<file path="config.mk">
export PLATFORM = sky130hd
export DESIGN_NAME = pipe_hazard_ctrl
export DESIGN_NICKNAME = d
export VERILOG_FILES = /design/src/rtl/pipe_hazard_ctrl_pkg.sv /design/src/rtl/pipe_hazard_ctrl_stage_reg.sv /design/src/rtl/pipe_hazard_ctrl.sv
export SDC_FILE = /design/constraint.sdc
export NUM_CORES = 1
export LEC_CHECK = 0
export CAP_MARGIN = 40
export CORE_MARGIN = 1
export CORE_UTILIZATION = 40
export CTS_BUF_LIST = sky130_fd_sc_hd__clkbuf_8
export CTS_CLUSTER_SIZE = 40
export DETAILED_ROUTE_END_ITERATION = 8
export GPL_ROUTABILITY_DRIVEN = 0
export GPL_TIMING_DRIVEN = 1
export PLACE_DENSITY = 0.69
export SKIP_CTS_REPAIR_TIMING = 1
export SLEW_MARGIN = 20
export SYNTH_ARGS = -nofsm -noshare
export SYNTH_HDL_FRONTEND = slang
export SYNTH_SLANG_ARGS = --single-unit
export TNS_END_PERCENT = 1
</file>
<file path="constraint.sdc">
create_clock -name clk -period 4.1 [get_ports clk]
set_clock_uncertainty 0.2 [all_clocks]
set_input_delay 0.615 -clock clk [delete_from_list [all_inputs] [get_ports clk]]
set_output_delay 0.615 -clock clk [all_outputs]
set_load 0.05 [all_outputs]
</file>
<file path="src/rtl/pipe_hazard_ctrl_pkg.sv">
// Shared opcode constants, select encodings and stage-field types for the
// 5-stage RV32I pipeline controller.
package pipe_ctrl_pkg;

  localparam int OP_W = 5;
  localparam int F3_W = 3;

  // opcode[6:2] values
  localparam logic [OP_W-1:0] OP_R      = 5'b01100;
  localparam logic [OP_W-1:0] OP_IMM    = 5'b00100;
  localparam logic [OP_W-1:0] OP_LOAD   = 5'b00000;
  localparam logic [OP_W-1:0] OP_STORE  = 5'b01000;
  localparam logic [OP_W-1:0] OP_BRANCH = 5'b11000;
  localparam logic [OP_W-1:0] OP_JAL    = 5'b11011;
  localparam logic [OP_W-1:0] OP_JALR   = 5'b11001;
  localparam logic [OP_W-1:0] OP_LUI    = 5'b01101;
  localparam logic [OP_W-1:0] OP_AUIPC  = 5'b00101;

  // E-stage operand source encodings
  localparam logic [1:0] SEL_W  = 2'd0;
  localparam logic [1:0] SEL_M  = 2'd1;
  localparam logic [1:0] SEL_RF = 2'd2;

  // Decoded control fields carried down the pipe with each instruction
  typedef struct packed {
    logic [OP_W-1:0] op;
    logic [F3_W-1:0] f3;
    logic            f7;
  } ctrl_fields_t;

  function automatic logic uses_rs1(input logic [OP_W-1:0] op);
    return !(op == OP_LUI || op == OP_AUIPC || op == OP_JAL);
  endfunction

  function automatic logic uses_rs2(input logic [OP_W-1:0] op);
    return (op == OP_R || op == OP_STORE || op == OP_BRANCH);
  endfunction

  // True for opcodes that produce a register result (rd != 0 checked by caller)
  function automatic logic op_writes_rd(input logic [OP_W-1:0] op);
    return !(op == OP_STORE || op == OP_BRANCH);
  endfunction

  function automatic logic [3:0] store_be(input logic [F3_W-1:0] f3);
    logic [3:0] be;
    case (f3)
      3'b000:  be = 4'b0001;
      3'b001:  be = 4'b0011;
      3'b010:  be = 4'b1111;
      default: be = 4'b0000;
    endcase
    return be;
  endfunction

endpackage

</file>
<file path="src/rtl/pipe_hazard_ctrl_stage_reg.sv">
// One pipeline stage of control state: valid bit plus decoded fields.
// en = 0 freezes the stage; bubble clears only the valid bit so the fields
// still follow the upstream instruction.
module stage_ctrl_reg
  import pipe_ctrl_pkg::*;
#(
  parameter int REG_ADDR_W = 5
) (
  input  logic                  clk,
  input  logic                  rst_n,
  input  logic                  en,
  input  logic                  bubble,
  input  logic                  d_valid,
  input  ctrl_fields_t          d_ctrl,
  input  logic [REG_ADDR_W-1:0] d_rd,
  input  logic [REG_ADDR_W-1:0] d_rs1,
  input  logic [REG_ADDR_W-1:0] d_rs2,
  output logic                  q_valid,
  output ctrl_fields_t          q_ctrl,
  output logic [REG_ADDR_W-1:0] q_rd,
  output logic [REG_ADDR_W-1:0] q_rs1,
  output logic [REG_ADDR_W-1:0] q_rs2
);

  // Capture upstream stage when enabled; async clear to an empty stage
  always_ff @(posedge clk or negedge rst_n) begin
    if (!rst_n) begin
      q_valid <= 1'b0;
      q_ctrl  <= '0;
      q_rd    <= '0;
      q_rs1   <= '0;
      q_rs2   <= '0;
    end else if (en) begin
      q_valid <= d_valid & ~bubble;
      q_ctrl  <= d_ctrl;
      q_rd    <= d_rd;
      q_rs1   <= d_rs1;
      q_rs2   <= d_rs2;
    end
  end

endmodule

</file>
<file path="src/rtl/pipe_hazard_ctrl.sv">
// Pipeline controller for the 5-stage RV32I core: tracks E/M/W control
// fields, produces forwarding selects, load-use/RAW stalls, control-transfer
// flushes, store byte enables, writeback control and event counters.
module pipe_hazard_ctrl
  import pipe_ctrl_pkg::*;
#(
  parameter int REG_ADDR_W     = 5,
  parameter int LOAD_STALL_CYC = 1,
  parameter int FWD_EN         = 1,
  parameter int CNT_W          = 32
) (
  input  logic                  clk,
  input  logic                  rst_n,
  input  logic                  hold,
  input  logic                  D_valid,
  input  logic [4:0]            D_op,
  input  logic [2:0]            D_f3,
  input  logic                  D_f7,
  input  logic [REG_ADDR_W-1:0] D_rd,
  input  logic [REG_ADDR_W-1:0] D_rs1,
  input  logic [REG_ADDR_W-1:0] D_rs2,
  input  logic                  b,
  output logic                  stall,
  output logic                  flush,
  output logic                  next_pc_sel,
  output logic                  D_rs1_data_sel,
  output logic                  D_rs2_data_sel,
  output logic [1:0]            E_rs1_data_sel,
  output logic [1:0]            E_rs2_data_sel,
  output logic                  E_alu_op1_sel,
  output logic                  E_alu_op2_sel,
  output logic                  E_jb_op1_sel,
  output logic [4:0]            E_op_out,
  output logic [2:0]            E_f3_out,
  output logic                  E_f7_out,
  output logic [3:0]            M_dm_w_en,
  output logic                  W_wb_en,
  output logic [REG_ADDR_W-1:0] W_rd_index,
  output logic [2:0]            W_f3,
  output logic                  W_wb_data_sel,
  output logic [CNT_W-1:0]      stall_cnt,
  output logic [CNT_W-1:0]      flush_cnt
);

  logic                  e_valid, m_valid, w_valid;
  ctrl_fields_t          d_ctrl, e_ctrl, m_ctrl, w_ctrl;
  logic [REG_ADDR_W-1:0] e_rd, e_rs1, e_rs2;
  logic [REG_ADDR_W-1:0] m_rd, m_rs1, m_rs2;
  logic [REG_ADDR_W-1:0] w_rd, w_rs1, w_rs2;
  logic                  e_wr, m_wr, w_wr;
  logic                  d_use1, d_use2, hit_e, hit_m;
  logic                  load_use, raw_hazard, ctl_xfer;
  logic                  adv, e_bubble;
  logic                  unused_fields;

  assign d_ctrl   = '{op: D_op, f3: D_f3, f7: D_f7};
  assign adv      = ~hold;
  assign e_bubble = stall | flush;

  stage_ctrl_reg #(.REG_ADDR_W(REG_ADDR_W)) u_e_stage (
    .clk(clk), .rst_n(rst_n), .en(adv), .bubble(e_bubble),
    .d_valid(D_valid), .d_ctrl(d_ctrl), .d_rd(D_rd), .d_rs1(D_rs1), .d_rs2(D_rs2),
    .q_valid(e_valid), .q_ctrl(e_ctrl), .q_rd(e_rd), .q_rs1(e_rs1), .q_rs2(e_rs2)
  );

  stage_ctrl_reg #(.REG_ADDR_W(REG_ADDR_W)) u_m_stage (
    .clk(clk), .rst_n(rst_n), .en(adv), .bubble(1'b0),
    .d_valid(e_valid), .d_ctrl(e_ctrl), .d_rd(e_rd), .d_rs1(e_rs1), .d_rs2(e_rs2),
    .q_valid(m_valid), .q_ctrl(m_ctrl), .q_rd(m_rd), .q_rs1(m_rs1), .q_rs2(m_rs2)
  );

  stage_ctrl_reg #(.REG_ADDR_W(REG_ADDR_W)) u_w_stage (
    .clk(clk), .rst_n(rst_n), .en(adv), .bubble(1'b0),
    .d_valid(m_valid), .d_ctrl(m_ctrl), .d_rd(m_rd), .d_rs1(m_rs1), .d_rs2(m_rs2),
    .q_valid(w_valid), .q_ctrl(w_ctrl), .q_rd(w_rd), .q_rs1(w_rs1), .q_rs2(w_rs2)
  );

  // Source indices of later stages are carried only for visibility
  assign unused_fields = ^{m_rs1, m_rs2, w_rs1, w_rs2, m_ctrl.f7, w_ctrl.f7};

  assign e_wr = e_valid & op_writes_rd(e_ctrl.op) & (e_rd != '0);
  assign m_wr = m_valid & op_writes_rd(m_ctrl.op) & (m_rd != '0);
  assign w_wr = w_valid & op_writes_rd(w_ctrl.op) & (w_rd != '0);

  assign d_use1 = D_valid & uses_rs1(D_op);
  assign d_use2 = D_valid & uses_rs2(D_op);
  assign hit_e  = (d_use1 && D_rs1 == e_rd) || (d_use2 && D_rs2 == e_rd);
  assign hit_m  = (d_use1 && D_rs1 == m_rd) || (d_use2 && D_rs2 == m_rd);

  // Hazard and control-transfer detection; flush wins over stall
  always_comb begin
    load_use   = e_wr & (e_ctrl.op == OP_LOAD) & hit_e;
    if (LOAD_STALL_CYC == 2)
      load_use = load_use | (m_wr & (m_ctrl.op == OP_LOAD) & hit_m);
    raw_hazard = 1'b0;
    if (FWD_EN == 0)
      raw_hazard = (e_wr & hit_e) | (m_wr & hit_m);
    ctl_xfer   = e_valid & ((e_ctrl.op == OP_JAL) || (e_ctrl.op == OP_JALR) ||
                            ((e_ctrl.op == OP_BRANCH) && b));
  end

  assign flush       = ctl_xfer;
  assign next_pc_sel = ~ctl_xfer;
  assign stall       = (load_use | raw_hazard) & ~ctl_xfer;

  // E operand sources: M result beats W result; regfile when nothing matches.
  assign E_rs1_data_sel = (FWD_EN == 0)                ? SEL_RF :
                          (m_wr && e_rs1 == m_rd)      ? SEL_M  :
                          (w_wr && e_rs1 == w_rd)      ? SEL_W  : SEL_RF;
  assign E_rs2_data_sel = (FWD_EN == 0)                ? SEL_RF :
                          (m_wr && e_rs2 == m_rd)      ? SEL_M  :
                          (w_wr && e_rs2 == w_rd)      ? SEL_W  : SEL_RF;

  // The D-stage write-through bypass stays active without forwarding: the
  // RAW stall releases as soon as the producer reaches W, so D must take W data.
  assign D_rs1_data_sel = w_wr && (D_rs1 == w_rd);
  assign D_rs2_data_sel = w_wr && (D_rs2 == w_rd);

  // Operand mux selects decoded from the E-stage opcode (empty stage = all 0)
  always_comb begin
    E_alu_op1_sel = 1'b0;
    E_alu_op2_sel = 1'b0;
    E_jb_op1_sel  = 1'b0;
    if (e_valid) begin
      case (e_ctrl.op)
        OP_IMM, OP_LOAD, OP_STORE: E_alu_op2_sel = 1'b1;
        OP_BRANCH:                 E_jb_op1_sel  = 1'b1;
        OP_JALR:                   E_alu_op1_sel = 1'b1;
        OP_JAL: begin
          E_alu_op1_sel = 1'b1;
          E_jb_op1_sel  = 1'b1;
        end
        OP_AUIPC: begin
          E_alu_op1_sel = 1'b1;
          E_alu_op2_sel = 1'b1;
        end
        OP_LUI:                    E_alu_op2_sel = 1'b1;
        default: ;
      endcase
    end
  end

  assign E_op_out = e_ctrl.op;
  assign E_f3_out = e_ctrl.f3;
  assign E_f7_out = e_ctrl.f7;

  assign M_dm_w_en = (m_valid && m_ctrl.op == OP_STORE) ? store_be(m_ctrl.f3) : 4'b0000;

  assign W_wb_en       = w_wr;
  assign W_rd_index    = w_rd;
  assign W_f3          = w_ctrl.f3;
  assign W_wb_data_sel = w_valid && (w_ctrl.op == OP_LOAD);

  // Saturating stall/flush event counters, frozen while hold is high
  always_ff @(posedge clk or negedge rst_n) begin
    if (!rst_n) begin
      stall_cnt <= '0;
      flush_cnt <= '0;
    end else if (adv) begin
      if (stall && stall_cnt != {CNT_W{1'b1}}) stall_cnt <= stall_cnt + CNT_W'(1);
      if (flush && flush_cnt != {CNT_W{1'b1}}) flush_cnt <= flush_cnt + CNT_W'(1);
    end
  end

endmodule

</file>
After elaboration in Yosys (flattened, before gate mapping)
Index checks and enable logic that the tools add are counted.

cells by class
  add/subtract/negate cells = 2
  eq/ne operators = 29
  mux-type cells = 12
  bitwise logic cells = 17
  reduce and logical (&&, ||, !) cells = 38

operators with widths
  cell                                                  count
  adder 32 x 1 -> 32 bit (second input constant)        2
  != test 32 bit (second input constant)                2
  equality test 5 bit                                   8
  equality test 5 x 4 -> 1 bit (second input constant)  7
  equality test 5 bit (second input constant)           7
  equality test 5 x 3 -> 1 bit (second input constant)  3
  nonzero test 5 bit                                    3
  bitwise AND 1 bit                                     13
  logical AND 1 bit                                     13
  case mux 4 bit (3 select lines)                       1
  logical NOT 5 bit                                     2
  logical OR 1 bit                                      10
  two-way mux 2 bit                                     4
  two-way mux 1 bit                                     6
  OR reduction 5 bit                                    1
  logical NOT 1 bit                                     4
  two-way mux 4 bit                                     1
  AND reduction 2 bit                                   2
  equality test 3 x 1 -> 1 bit (second input constant)  1
  equality test 3 x 2 -> 1 bit (second input constant)  1
  logical NOT 3 bit                                     1
  NOT 1 bit                                             3
  OR reduction 3 bit                                    1
  OR reduction 2 bit                                    1
  OR 1 bit                                              1

storage, ports and cells
  register bits after elaboration = 117
  bits of input ports = 29
  output and inout bits = 99
  logic and storage cells = 115

Logic depth before layout (Yosys ltp)
Gate-level depths: netlist of run 1.

  word-level depth = 12
  depth in mapped cells = 8
  gate-level depth less buffers = 7

Cells and area by module
A second synthesis of run 1 with hierarchy kept.

second synthesis, totals
  cell total of the unflattened synthesis = 561
  area total of the unflattened synthesis = 6892.9 um^2

by module, submodules not included
  module            instances  cells an instance  area an instance (um^2)  sequential area each (um^2)
  pipe_hazard_ctrl  1          396                3799.9                   1601.5
  stage_ctrl_reg    3          55                 1031.0                   625.6

Worst setup path after synthesis of run 1
OpenSTA, ideal clock, no wires.

  path kind = flip-flop to output port
  from = register u_m_stage.q_ctrl[7] in the netlist's numbering
  to = output port E_rs1_data_sel[1]
  data arrival time = 2.998 ns
  data required time = 3.285 ns
  slack = 0.287 ns
  stages on the path, launching flop included = 6
  path buffers = 0
  path through = dfrtp_1 > nor4b_1 > nor2b_1 > o21ai_0 > nor4_1 > a41oi_1

on the way
  word-level cells in the longest chain between the ends = 7
  elaborated cells on any way between the ends = 8
  those cells by class = eq/ne (2); mux (1); bitwise (2); reduce/logical (3)

RTL lines
  element                                                                     line                              source
  start, declared                                                             pipe_hazard_ctrl_stage_reg.sv:19  output ctrl_fields_t q_ctrl,
  start signal, assigned                                                      pipe_hazard_ctrl_stage_reg.sv:35  q_ctrl <= d_ctrl;
  equality test 5 x 4 -> 1 bit / equality test 5 bit (equally long branches)  pipe_hazard_ctrl_pkg.sv:41        return !(op == OP_STORE || op == OP_BRANCH);
  logical OR 1 bit *                                                          pipe_hazard_ctrl_pkg.sv:41
  logical NOT 1 bit *                                                         pipe_hazard_ctrl_pkg.sv:41
  bitwise AND 1 bit * (2 in a row)                                            pipe_hazard_ctrl.sv:82            assign m_wr = m_valid & op_writes_rd(m_ctrl.op) & (m_rd != '0);
  logical AND 1 bit *                                                         pipe_hazard_ctrl.sv:108           (m_wr && e_rs1 == m_rd) ? SEL_M :
  two-way mux 2 bit *                                                         pipe_hazard_ctrl.sv:108
  end, declared                                                               pipe_hazard_ctrl.sv:28            output logic [1:0] E_rs1_data_sel,

Every way passes the cells marked *; elsewhere a longest branch is shown, timed or not.

Final worst setup path of run 1
  from = register u_m_stage.q_rd[1]
  to = output port E_rs2_data_sel[1]

on the way
  word-level cells in the longest chain between the ends = 4
  elaborated cells on any way between the ends = 5
  those cells by class = eq/ne (1); mux (1); bitwise (1); reduce/logical (2)

RTL lines
  element                 line                              source
  start, declared         pipe_hazard_ctrl_stage_reg.sv:20  output logic [REG_ADDR_W-1:0] q_rd,
  start signal, assigned  pipe_hazard_ctrl_stage_reg.sv:36  q_rd <= d_rd;
  nonzero test 5 bit      pipe_hazard_ctrl.sv:82
  bitwise AND 1 bit       pipe_hazard_ctrl.sv:82
  logical AND 1 bit *     pipe_hazard_ctrl.sv:111           (m_wr && e_rs2 == m_rd) ? SEL_M :
  two-way mux 2 bit *     pipe_hazard_ctrl.sv:111
  end, declared           pipe_hazard_ctrl.sv:29            output logic [1:0] E_rs2_data_sel,

Marks and branches as above.

==> summary.md, run 1 <==
| Metric | Value |
|---|---|
| CP max stage delay | 850 ps |
| Iter 0 DRT Violations | 256 |
| Maximum ir drop on the vdd rail | roughly 0.23 mV |
| Met2 routed wirelength | 7.28 mm |
| Number of warnings printed during yosys synthesis | 0 |
| Final Cycle Share | 0.886 |
| Pins over their slew limit | 0 |
| CTS sink count | 117 |
| Highest signal layer in the routed design | met4 |
| Routed length on met3 | 588 um |
| Proportion of layout cells with a drive suffix above 1 | 0.152 |
| Proportion of synthesized chip area in sequential cells | 0.492 |
| Post-layout power | 3.10 mW |
| Effective utilization at floorplan | 0.410 |
| Type of the worst min-delay path | flop to flop |
| Buffer cell driving the clock tree root | sky130_fd_sc_hd__clkbuf_8 |
| Detail-routed via count per cell | 5.32 |
| Maximum clock frequency | ~0.28 GHz |
| Count of maximum capacitance violations | 0 |
| Post-Synthesis Net Count | 568 |
| Number of design rule violations left after detail routing | 0 |
| Largest cells by area after synthesis | sky130_fd_sc_hd__dfrtp_1 49%, sky130_fd_sc_hd__mux2_2 9.8%, sky130_fd_sc_hd__xor2_1 9.0% |
| Nets | 697 |
| Setup_tns | 0 ps |
| Count of H-tree levels built during CTS | 4 |
| Hold violation count in the final report | 0 |
| Initial DRT Pass Iterations | 6 |
| Share of async-settable or async-resettable flops after synthesis | 1.00 |
| Count of boundary I/O pins | 128 |
| Die Area | roughly 15,000 sq um |
| Area of the placeable core | 14,500 sq um |
| Slowest cell on the critical path | sky130_fd_sc_hd__clkdlybuf4s50_1 |
| # fillers | 1,342 |
| IO Port Bufs | 127 |
| Startpoint kind of the worst setup timing path | flop |
| Nature of the critical path endpoint | output port |
| Layout Cell Area excl Fill | 7850 sq um |
| Gate count of the mapped netlist | 537 |
| Portion of synthesized cell area occupied by the leading cell type | 0.492 |
| Wire length of the first global-routing pass | 23.3 mm |
| Placement-stage worst setup slack | 531 ps |
| Worst path required time | 3280 ps |
| Vias in the first global route | approximately 4.6k |
| Clk buf depth | 2 |
| Worst-path clk slew | 70 ps |
| Cell area power density | 396 nW/um^2 |
| Crit path max-delay family | buffers and inverters |
| Antenna-violating nets left | 0 |
| Unrepaired setup endpoints after global routing | false |
| Cell taking the most area after synthesis | sky130_fd_sc_hd__dfrtp_1 |
| Post-Place Cell Area | 7350 sq um |
| Vias | around 4.6k |
| Buffering stage count on the worst path with inverters included | 1 |
| Number of placement rows | 44 |
| Count of cell types in the netlist | 48 |
| CTS tree | built |
| Run status | complete, no violations |
| Critical Setup Path Class | flop to output port |
| CP Cell Sequence | or4_1 > o21ai_0 > nor4_1 > a41oi_1 > clkdlybuf4s50_1 |
| Worst-Margin Slew | about 770 ps |
| Antenna violations before repair | 1 |
| #FFs+latches synth | 117 |
| All-Layer GR Usage | 0.198 |
| Global-route congestion overflow total | 0 |
| Per-cell routed wire length | 16.6 um |
| Total routed wirelength | 14.3 mm |
| Rel. slew slack | 0.482 |
| Crit path time final | ~3600 ps |
| DIE WIDTH | 124 um |
| Count of endpoints failing setup in the final report | 0 |
| Highest fanout seen on the critical path | 5 |
| Detailed placer's ending HPWL | 10.2 mm |
| Mapped Avg Cell Area | 11.1 sq um |
| Post-synth design cell area | 5950 sq um |
| Fin worst setup slack | 467 ps |
| Wl on met1 | 6.18 mm |
| Die height | 124 um |
| Largest net degree at the start of global routing | 63 |
| Leak | 3.38 nW |
| Primary flip-flop cell chosen by synthesis mapping | sky130_fd_sc_hd__dfrtp_1 |
| Total clock buffers created by CTS | 17 |
| Area growth syn-to-layout | 31.8% |
| Count of flip-flops with a built-in enable after synthesis | 0 |
| Clock Latency Late Sink | 430 ps |
| Worst Path Arrival | approximately 2800 ps |
-- final cells by class --
cell class	count	area [sq um]	share of cell area
Sequential cell	117	2930	0.373
Multi-Input combinational cell	385	2850	0.363
Timing Repair Buffer	134	1340	0.171
Clock buffer	18	248	0.0316
Tap cell	184	230	0.0293
Clock inverter	14	208	0.0265
Inverter	11	41.3	0.00526
Antenna cell	1	2.50	0.000319
-- cells in the final DEF, fill, tap and decap left out, types with 3 or more instances in the layout --
master,instances
sky130_fd_sc_hd__clkdlybuf4s50_1,125
sky130_fd_sc_hd__nor3_1,37
sky130_fd_sc_hd__clkbuf_8,18
sky130_fd_sc_hd__and2_1,3
sky130_fd_sc_hd__clkinv_2,5
sky130_fd_sc_hd__nor4_1,21
sky130_fd_sc_hd__dfrtp_1,117
sky130_fd_sc_hd__nor2b_1,5
sky130_fd_sc_hd__inv_1,10
sky130_fd_sc_hd__nor2_1,19
sky130_fd_sc_hd__or3_1,3
sky130_fd_sc_hd__nand2_1,32
sky130_fd_sc_hd__nor3b_1,3
sky130_fd_sc_hd__nand3_1,25
sky130_fd_sc_hd__nand4_1,32
sky130_fd_sc_hd__xnor2_1,42
sky130_fd_sc_hd__and4_1,4
sky130_fd_sc_hd__buf_4,6
sky130_fd_sc_hd__mux2_2,52
sky130_fd_sc_hd__xor2_1,61
sky130_fd_sc_hd__o21ai_0,7
sky130_fd_sc_hd__bufinv_16,5
sky130_fd_sc_hd__and3_1,9
-- cell usage after synthesis (2+ instances only) --
| library cell | count |
|---|---|
| sky130_fd_sc_hd__a41oi_1 | 2 |
| sky130_fd_sc_hd__and2_1 | 3 |
| sky130_fd_sc_hd__and3_1 | 9 |
| sky130_fd_sc_hd__and4_1 | 4 |
| sky130_fd_sc_hd__and4b_1 | 2 |
| sky130_fd_sc_hd__buf_1 | 5 |
| sky130_fd_sc_hd__buf_2 | 3 |
| sky130_fd_sc_hd__buf_4 | 5 |
| sky130_fd_sc_hd__buf_6 | 3 |
| sky130_fd_sc_hd__clkbuf_1 | 8 |
| sky130_fd_sc_hd__dfrtp_1 | 117 |
| sky130_fd_sc_hd__ha_1 | 2 |
| sky130_fd_sc_hd__inv_1 | 10 |
| sky130_fd_sc_hd__mux2_2 | 52 |
| sky130_fd_sc_hd__nand2_1 | 32 |
| sky130_fd_sc_hd__nand3_1 | 25 |
| sky130_fd_sc_hd__nand4_1 | 32 |
| sky130_fd_sc_hd__nor2_1 | 19 |
| sky130_fd_sc_hd__nor2b_1 | 5 |
| sky130_fd_sc_hd__nor3_1 | 37 |
| sky130_fd_sc_hd__nor3b_1 | 3 |
| sky130_fd_sc_hd__nor4_1 | 21 |
| sky130_fd_sc_hd__nor4b_1 | 2 |
| sky130_fd_sc_hd__o21ai_0 | 7 |
| sky130_fd_sc_hd__or2_2 | 2 |
| sky130_fd_sc_hd__or3_1 | 3 |
| sky130_fd_sc_hd__or4_1 | 2 |
| sky130_fd_sc_hd__xnor2_1 | 42 |
| sky130_fd_sc_hd__xor2_1 | 61 |
-- sequential cells by signal, indices dropped and copies added, names as in the netlist --
signal	flops
flush_cnt	32
stall_cnt	32
u_e_stage.q_ctrl	9
u_e_stage.q_rd	5
u_e_stage.q_rs1	5
u_e_stage.q_rs2	5
u_e_stage.q_valid	1
u_m_stage.q_ctrl	8
u_m_stage.q_rd	5
u_m_stage.q_valid	1
u_w_stage.q_ctrl	8
u_w_stage.q_rd	5
u_w_stage.q_valid	1
-- metrics by stage --
step,cells,hold WS (ps),utilization
final,864,298,0.540
after global routing,864,294,0.540
after CTS,861,54.0,0.537
after detailed placement,829,289,0.506
after global placement,829,276,0.506
after floorplan,537,119,-
-- logic make-up (layout without fill, tap and decap cells) --
logic type	Yosys count	after routing	synth area share
AOI/OAI and AO/OA	16	16	0.0189
xor gates and xnor gates	103	103	0.152
buffers and inverters	35	177	0.0296
other	0	1	0
adders and majority gates	2	2	0.00420
muxes	53	53	0.101
DFF	117	117	0.492
and+or+nand+nor	211	211	0.203
-- power by group --
part / switching, mW / internal [mW] / leakage, nW
Clock: 0.473 / 0.735 / 0.228
Combinational: 0.305 / 0.235 / 1.66
Sequential: 0.121 / 1.24 / 1.48
Total: 0.899 / 2.21 / 3.38
-- metal layers --
layer	track usage	up-vias
li1	-	2182
met1	0.246	2277
met2	0.324	117
met3	0.0527	20
met4	0.0885	0
met5	0	-
-- path summary, 6_finish.rpt --
path	from	to	slack (ps)	cells after the start
min in group asynchronous	rst_n	u_e_stage.q_rs2[2]	310	2
min reg2reg	flush_cnt[13]	flush_cnt[13]	300	1
min	flush_cnt[13]	flush_cnt[13]	300	1
max reg2reg	stall_cnt[1]	stall_cnt[1]	1040	7
max in group asynchronous	rst_n	stall_cnt[0]	2460	4
max	u_m_stage.q_rd[1]	E_rs2_data_sel[1]	470	5
Power figures use the tool's default switching activity.
==> run 2, diff against run 1 <==
- ABC_AREA: not set -> 0
- GPL_TIMING_DRIVEN: 1 -> not set
==> results of run 2 <==
Final layout, timing and power as in run 1 (identical DEF).
